$ cat src/rtl/mux_scan_reg.sv
// Registered N:1 word multiplexer: direct select, or round-robin scan over enabled channels with a per-channel dwell.
// Capture latency one clk; while out_valid && !out_ready the held word is frozen and the scan stalls at its terminal count.
module mux_scan_reg #(
  parameter int N     = 8,
  parameter int W     = 8,
  parameter int DWELL = 4,
  parameter int SEL_W = $clog2(N)
) (
  input  logic             clk,
  input  logic             rst_n,
  input  logic             mode,
  input  logic [SEL_W-1:0] sel,
  input  logic [N*W-1:0]   in,
  input  logic [N-1:0]     ch_en,
  input  logic             out_ready,
  output logic [W-1:0]     out_data,
  output logic [SEL_W-1:0] out_ch,
  output logic             out_valid,
  output logic             scan_wrap
);

  localparam int            CW   = $clog2(DWELL + 1);
  localparam logic [CW-1:0] TERM = CW'(DWELL - 1);

  logic [SEL_W-1:0] ptr;
  logic [SEL_W-1:0] nxt;
  logic [SEL_W-1:0] hi_idx;
  logic [SEL_W-1:0] lo_idx;
  logic             hi_found;
  logic [CW-1:0]    cnt;
  logic             free;
  logic             term;
  logic             any_en;
  logic             sel_ok;
  logic [W-1:0]     sel_data;
  logic [W-1:0]     ptr_data;
  logic             cap_dir;
  logic             cap_scan;

  assign free   = !out_valid || out_ready;
  assign term   = (cnt == TERM);
  assign any_en = |ch_en;

  // Explicit compare loop so a select of N..2^SEL_W-1 reads nothing and flags sel_ok low.
  always_comb begin
    sel_data = '0;
    ptr_data = '0;
    sel_ok   = 1'b0;
    for (int k = 0; k < N; k++) begin
      if (sel == SEL_W'(k)) begin
        sel_data = in[k*W +: W];
        sel_ok   = 1'b1;
      end
      if (ptr == SEL_W'(k)) begin
        ptr_data = in[k*W +: W];
      end
    end
  end

  // Descending walk: the last hit is the lowest enabled index (overall, and above ptr).
  always_comb begin
    hi_idx   = '0;
    lo_idx   = '0;
    hi_found = 1'b0;
    for (int k = N - 1; k >= 0; k--) begin
      if (ch_en[k]) begin
        lo_idx = SEL_W'(k);
        if (k > int'(ptr)) begin
          hi_idx   = SEL_W'(k);
          hi_found = 1'b1;
        end
      end
    end
    nxt = hi_found ? hi_idx : lo_idx;
  end

  assign cap_dir  = !mode && free && sel_ok;
  assign cap_scan = mode && any_en && term && free && ch_en[ptr];

  always_ff @(posedge clk) begin
    if (!rst_n) begin
      out_data  <= '0;
      out_ch    <= '0;
      out_valid <= 1'b0;
      scan_wrap <= 1'b0;
      ptr       <= '0;
      cnt       <= '0;
    end else begin
      scan_wrap <= 1'b0;

      if (cap_dir) begin
        out_data  <= sel_data;
        out_ch    <= sel;
        out_valid <= 1'b1;
      end else if (cap_scan) begin
        out_data  <= ptr_data;
        out_ch    <= ptr;
        out_valid <= 1'b1;
      end else if (out_ready) begin
        out_valid <= 1'b0;
      end

      // Direct mode parks the dwell at zero so re-entering scan restarts a full dwell.
      if (!mode || !any_en) begin
        cnt <= '0;
      end else if (!term) begin
        cnt <= cnt + 1'b1;
      end else if (free) begin
        cnt       <= '0;
        ptr       <= nxt;
        scan_wrap <= (nxt <= ptr);
      end
    end
  end

endmodule

$ cat config.mk
export PLATFORM = sky130hd
export DESIGN_NAME = mux_scan_reg
export DESIGN_NICKNAME = d
export VERILOG_FILES = /design/src/rtl/mux_scan_reg.sv
export SDC_FILE = /design/constraint.sdc
export NUM_CORES = 1
export LEC_CHECK = 0
export CAP_MARGIN = 0
export CORE_AREA = 2 2 91 67
export DETAILED_ROUTE_END_ITERATION = 8
export DIE_AREA = 0 0 93 69
export GPL_TIMING_DRIVEN = 0
export PLACE_DENSITY = 0.85
export SYNTH_ARGS = -nofsm -noshare
export SYNTH_HDL_FRONTEND = slang
export SYNTH_SLANG_ARGS = --single-unit
export TNS_END_PERCENT = 10
$ cat constraint.sdc
create_clock -name clk -period 3.1 [get_ports clk]
set_input_delay 0.465 -clock clk [delete_from_list [all_inputs] [get_ports clk]]
set_output_delay 0.465 -clock clk [all_outputs]
set_load 0.01 [all_outputs]
=== Yosys cells after proc, flatten, opt, wreduce, memory -nomap -nowiden ===
Cells that the tools add are included.

* Register bits after elaboration: 19
* Latch bits: 0
* Bits in writable memories: 0
* Bits in read-only memories: 0
* Input bits: 79
* Output and inout bits: 13
* Logic and storage cells: 127
* Memories: 0

* Add/sub/neg operators: 1
* Multiply operators: 0
* Div/mod/pow operators: 0
* Magnitude comparators: 9
* Equality and inequality tests: 16
* Shifts and indexed selects: 0
* Mux-type cells: 72
* Bitwise gates (word level): 4
* Reductions and logical operators: 19

{| class="wikitable"
|+ Operators with widths
! cell !! number
|-
| $mux 8 || 18
|-
| $mux 3 || 27
|-
| $mux 1 || 26
|-
| $eq 3x3->1 const B || 8
|-
| $eq 3x2->1 const B || 5
|-
| $gt 3x3->1 const A || 4
|-
| $reduce_or 8->1 || 1
|-
| $eq 3x1->1 const B || 2
|-
| $gt 2x3->1 const A || 2
|-
| $logic_and 1x1->1 || 6
|-
| $logic_not 3->1 || 2
|-
| $lt 3x4->1 const B || 1
|-
| $not 1->1 || 4
|-
| $reduce_or 4->1 || 1
|-
| $add 3x1->3 const B || 1
|-
| $bmux 1 s3 || 1
|-
| $gt 1x3->1 const A || 1
|-
| $le 3x3->1 || 1
|-
| $logic_not 1->1 || 3
|-
| $reduce_and 3->1 || 1
|-
| $reduce_bool 3->1 || 1
|-
| $logic_or 1x1->1 || 2
|-
| $ne 2x2->1 const B || 1
|-
| $reduce_bool 2->1 || 1
|-
| $reduce_or 2->1 || 1
|}

=== Logic depth before layout (Yosys ltp) ===
* Depth after elaboration: 17
* Gate-level depth with buffers: 12
* Depth with buffers taken out: 10

=== Least setup slack after synthesis ===
Ideal clock, no wire load.

* Kind: reg-to-reg
* Start: reg ptr[0]
* End: reg scan_wrap
* Arrival: 2.152 ns
* Setup slack: 0.870 ns
* Stages on the path, launching flop included: 13
* Buffers on the path: 3
* Clock period less this slack: 2.230 ns
* Path through: dfxtp_1 > buf_4 > buf_2 > buf_2 > a21oi_1 > o22a_1 > a311oi_1 > ha_1 > inv_1 > a21o_1 > a21oi_1 > a31oi_1 > nor3_1

* Cells in the longest elaborated chain, start to end: 17
* Elaborated cells on any way between the ends: 37
* Those cells by class: 8 x order compare; 29 x mux

{| class="wikitable"
|+ RTL lines
! element !! line !! text
|-
| from (decl) || 25 || <nowiki>logic [SEL_W-1:0] ptr;</nowiki>
|-
| from (signal assigned) || 110 || <nowiki>ptr <= nxt;</nowiki>
|-
| $gt 3x3->1 || 68 || <nowiki>if (k > int'(ptr)) begin</nowiki>
|-
| $mux 3 / $mux 1 (equally long branches) || 68 ||
|-
| $mux 3 / $mux 1 (equally long branches) || 66 || <nowiki>if (ch_en[k]) begin</nowiki>
|-
| $mux 3 / $mux 1 (equally long branches) || 68 ||
|-
| $mux 3 / $mux 1 (equally long branches) || 66 ||
|-
| $mux 3 / $mux 1 (equally long branches) || 68 ||
|-
| $mux 3 / $mux 1 (equally long branches) || 66 ||
|-
| $mux 3 / $mux 1 (equally long branches) || 68 ||
|-
| $mux 3 / $mux 1 (equally long branches) || 66 ||
|-
| $mux 3 / $mux 1 (equally long branches) || 68 ||
|-
| $mux 3 / $mux 1 (equally long branches) || 66 ||
|-
| $mux 3 / $mux 1 (equally long branches) || 68 ||
|-
| $mux 3 / $mux 1 (equally long branches) || 66 ||
|-
| $mux 3 / $mux 1 (equally long branches) || 68 ||
|-
| $mux 3 / $mux 1 (equally long branches) || 66 ||
|-
| $mux 3 || 74 || <nowiki>nxt = hi_found ? hi_idx : lo_idx;</nowiki>
|-
| $le 3x3->1 (*) || 111 || <nowiki>scan_wrap <= (nxt <= ptr);</nowiki>
|-
| to (signal assigned) || 111 ||
|-
| to (decl) || 19 || <nowiki>output logic scan_wrap</nowiki>
|}

Mark *: on every way between the ends. The rest lies on a longest branch, timed or not.
A chain may end at the register's enable or synchronous reset.

=== Worst setup path in the final report ===
* Start: in ch_en[7]
* End: reg out_data[2]

* Cells in the longest elaborated chain, start to end: 6
* Elaborated cells on any way between the ends: 8
* Those cells by class: 2 x mux; 6 x reduce/logical

{| class="wikitable"
|+ RTL lines
! element !! line !! text
|-
| from (decl) || 14 || <nowiki>input logic [N-1:0] ch_en,</nowiki>
|-
| $reduce_or 8->1 || 42 || <nowiki>assign any_en = |ch_en;</nowiki>
|-
| $logic_and 1x1->1 (3 in a row) || 78 || <nowiki>assign cap_scan = mode && any_en && term && free && ch_en[ptr];</nowiki>
|-
| $logic_and 1x1->1 (*) || 78 ||
|-
| $reduce_bool 2->1 (no line) (*) || n/a ||
|-
| to (signal assigned) || 92 || <nowiki>out_data <= sel_data;</nowiki>
|-
| to (signal assigned) || 96 || <nowiki>out_data <= ptr_data;</nowiki>
|-
| to (decl) || 16 || <nowiki>output logic [W-1:0] out_data,</nowiki>
|}

Mark *: on every way between the ends. The rest lies on a longest branch, timed or not. The select of a mux whose other input is x is not followed.

==> results.md <==
- Status: complete, no violations
- CTS tree: done
- Switching Fraction: 32.3%
- Cell family with the largest share of critical-path delay: simple AND/OR/NAND/NOR gates
- Initial antenna violation count: 0
- Max IR drop VDD: 168 uV
- Row cnt: 23
- Synth top area share: 15.5%
- # H-tree levels: 1
- Setup Skew: 0.00790 ns
- Starting Density: 44.5%
- Placed instance count: 473
- Count leader, synth: a21oi_1
- Post-Syn Area per Cell: 7.96 um2
- Worst EP arrival: 2.80 ns
- Critical-path cell list: clkdlybuf4s50_1 > nor4_1 > a2111oi_4 > o21ai_0 > buf_2 > nor3_1 > o32ai_1
- Min Tclk post-route: 2.64 ns
- Critical Path Start Type: primary input
- Max Slew Vio Count: 0
- DIE AREA: 0.00642 mm2
- DR iter-0 viols: 409
- Clock Sinks: 19
- Crit path kind: in2reg
- NumNets Final: 486
- Max incr delay on CP: 0.76 ns
- Normalized max-slew margin: 44.8%
- Fillcell total: 491
- Pin count of the biggest net entering global routing: 12
- First-pass detailed-route iteration total: 5
- Mapped cell area: 0.00246 mm2
- Internal Power: 0.540 mW
- Tightest Pin Transition: 0.821 ns
- Post-CTS setup buffers: 0
- Post-Syn Instances: 309
- Vias post-DR: 3,088
- Largest cells by area after synthesis: dfxtp_1 15%, mux2i_1 9.4%, mux4_2 9.2%
- # IOs: 92
- Diodes inserted: 0
- Clock latency at the later pin of the worst-skew pair: 0.27 ns
- CP bufs+invs: 2
- I/O Buffers: 89
- Final Cycle Share: 85.3%
- Seq. cell area: 380 um2
- Switching Power: 0.258 mW
- HP Class: reg2reg
- Flops & latches, synth: 19
- Crit-path slowest cell: nor4_1
- RSZ-0062 raised after global routing: false
- Chip Width: 93 um
- Core ar.: 0.00553 mm2
- Asr flop ratio synth: 0%
- Highest clock rate: 0.378 GHz
- Number of flops mapped to enable cells by yosys: 0
- Yosys cell types: 55
- Design Power: 0.798 mW
- # setup viols final: 0
- Synth Flop Type: dfxtp_1
- Max-capacitance violation count: 0
- PD cells: 229 mW/mm2
- Final Non-Filler Cells: 477
- Area Overhead vs Synth: 41.9%
- CTS Hold Bufs: 0
- Total track usage: 28.2%
- Ys Warns: 0
- CTS-repair resized insts: 0
- DIE HEIGHT: 69 um
- Wirelength per Cell: 19.0 um
- Combinational Power Share: 43.6%
- Vias in the first global route: 2,922
- CP endpoint kind: flop
- Most frequent cells after synthesis: 28 x a21oi_1, 23 x mux2i_1, 22 x nand2_1, 22 x o21ai_0, 19 x dfxtp_1
- Register area share after synthesis: 15.5%
- Routability cong.: 0.978
- First-pass GRT wire length: 14,700 um
- DR vias/cell: 6.47
- Reg power frac: 33.7%
- Multi-input logic area: 0.00193 mm2
- Leakage: 1.21 nW
- Area leader, netlist: dfxtp_1
- CP max FO: 10
- Syn_nets: 392
- Clock share of power: 22.7%
- Routed Antenna Nets: 0
- Clk slew on worst S/H paths: 0.07 ns
- Hold Vio Cnt, Final: 0
- Utilization after layout: 63.2%
- Clk buf depth: 2
- Number of CTS-inserted buffers: 3
- Hpwl dp: 7160 um
- CP required: 3.26 ns
- Setup Total Neg Slack: 0 ns
- Clk root buf: clkbuf_8
- DRC: 0
- Fraction of layout cells with a size suffix above 1: 12.2%
- Detailed Route WL: 9080 um
- GRT Residual Overflow: 0
## kinds of logic (layout without fill, tap and decap cells)
family,after synthesis,in the layout,synth area share [%]
AOI/OAI and AO/OA,127,127,37.0
adders and majority gates,4,4,2.03
buffers and inverters,35,128,6.10
DFF,19,19,15.5
muxes,40,40,21.7
and+or+nand+nor,84,84,17.7
## metal layers
layer	part of all wire (%)	vias to the layer above	global-route usage, %
li1	-	1405	-
met1	44	1457	41.7
met2	44	215	43.3
met3	12	11	4.92
met4	0.66	0	4.90
met5	0	-	0
## worst paths after layout
kind	startpoint	end	slack (ns)	cells past startpoint
max reg2reg	ptr[2]	scan_wrap	0.46	10
max	ch_en[7]	out_data[2]	0.46	7
min reg2reg	cnt[2]	cnt[2]	0.50	1
min	cnt[2]	cnt[2]	0.50	1
## area by class of cell
class                           count  share of cell area (%)
Multi-Input combinational cell    255                    55.3
Clock buffer                        3                    1.18
Tap cell                           75                    2.69
Buffer                             27                    3.44
Sequential cell                    19                    10.9
Timing Repair Buffer               89                    25.5
Clock inverter                      1                   0.143
Inverter                            8                   0.860
## power groups by stage
stage          clock network [mW]  logic (mW)  registers [mW]
3_5_place_dp                    0       0.340           0.274
6_report                    0.181       0.348           0.269
4_1_cts                     0.182       0.342           0.269
3_3_place_gp                    0       0.334           0.274
2_1_floorplan                   0       0.153           0.277
5_1_grt                     0.194       0.371           0.270
## registers in the layout, summed over array words and instances (netlist names)
signal / count
out_data: 8
cnt: 3
out_ch: 3
ptr: 3
out_valid: 1
scan_wrap: 1
## layout by cell type (no fill, tap or decap), types with 4 or more instances in the layout
cell              n
nand2_1          22
nand3b_1          4
dfxtp_1          19
a31oi_1           6
inv_1             8
a221oi_1          7
o32ai_1           4
buf_2             9
nand3_1          12
clkdlybuf4s50_1  89
a21o_1            4
o21a_1            6
mux4_2           10
ha_1              4
a21oi_1          28
mux2i_1          23
o211ai_1          8
nor2_1           13
a22oi_1           5
mux2_2            7
nor3_1            7
o2111ai_1         7
nand2b_1          6
o31ai_1           4
o21ai_0          22
clkbuf_1         15
nor2b_1           7
## through the flow
stage               setup WS, ns  hold slack [ns]  area, um2
floorplan                  0.870            0.466       2460
global placement           0.397            0.472       3440
detailed placement         0.372            0.493       3440
CTS                        0.498            0.503       3490
global route               0.229            0.516       3490
finish                     0.455            0.500       3490
No activity file was read; power rests on OpenSTA's default activity.
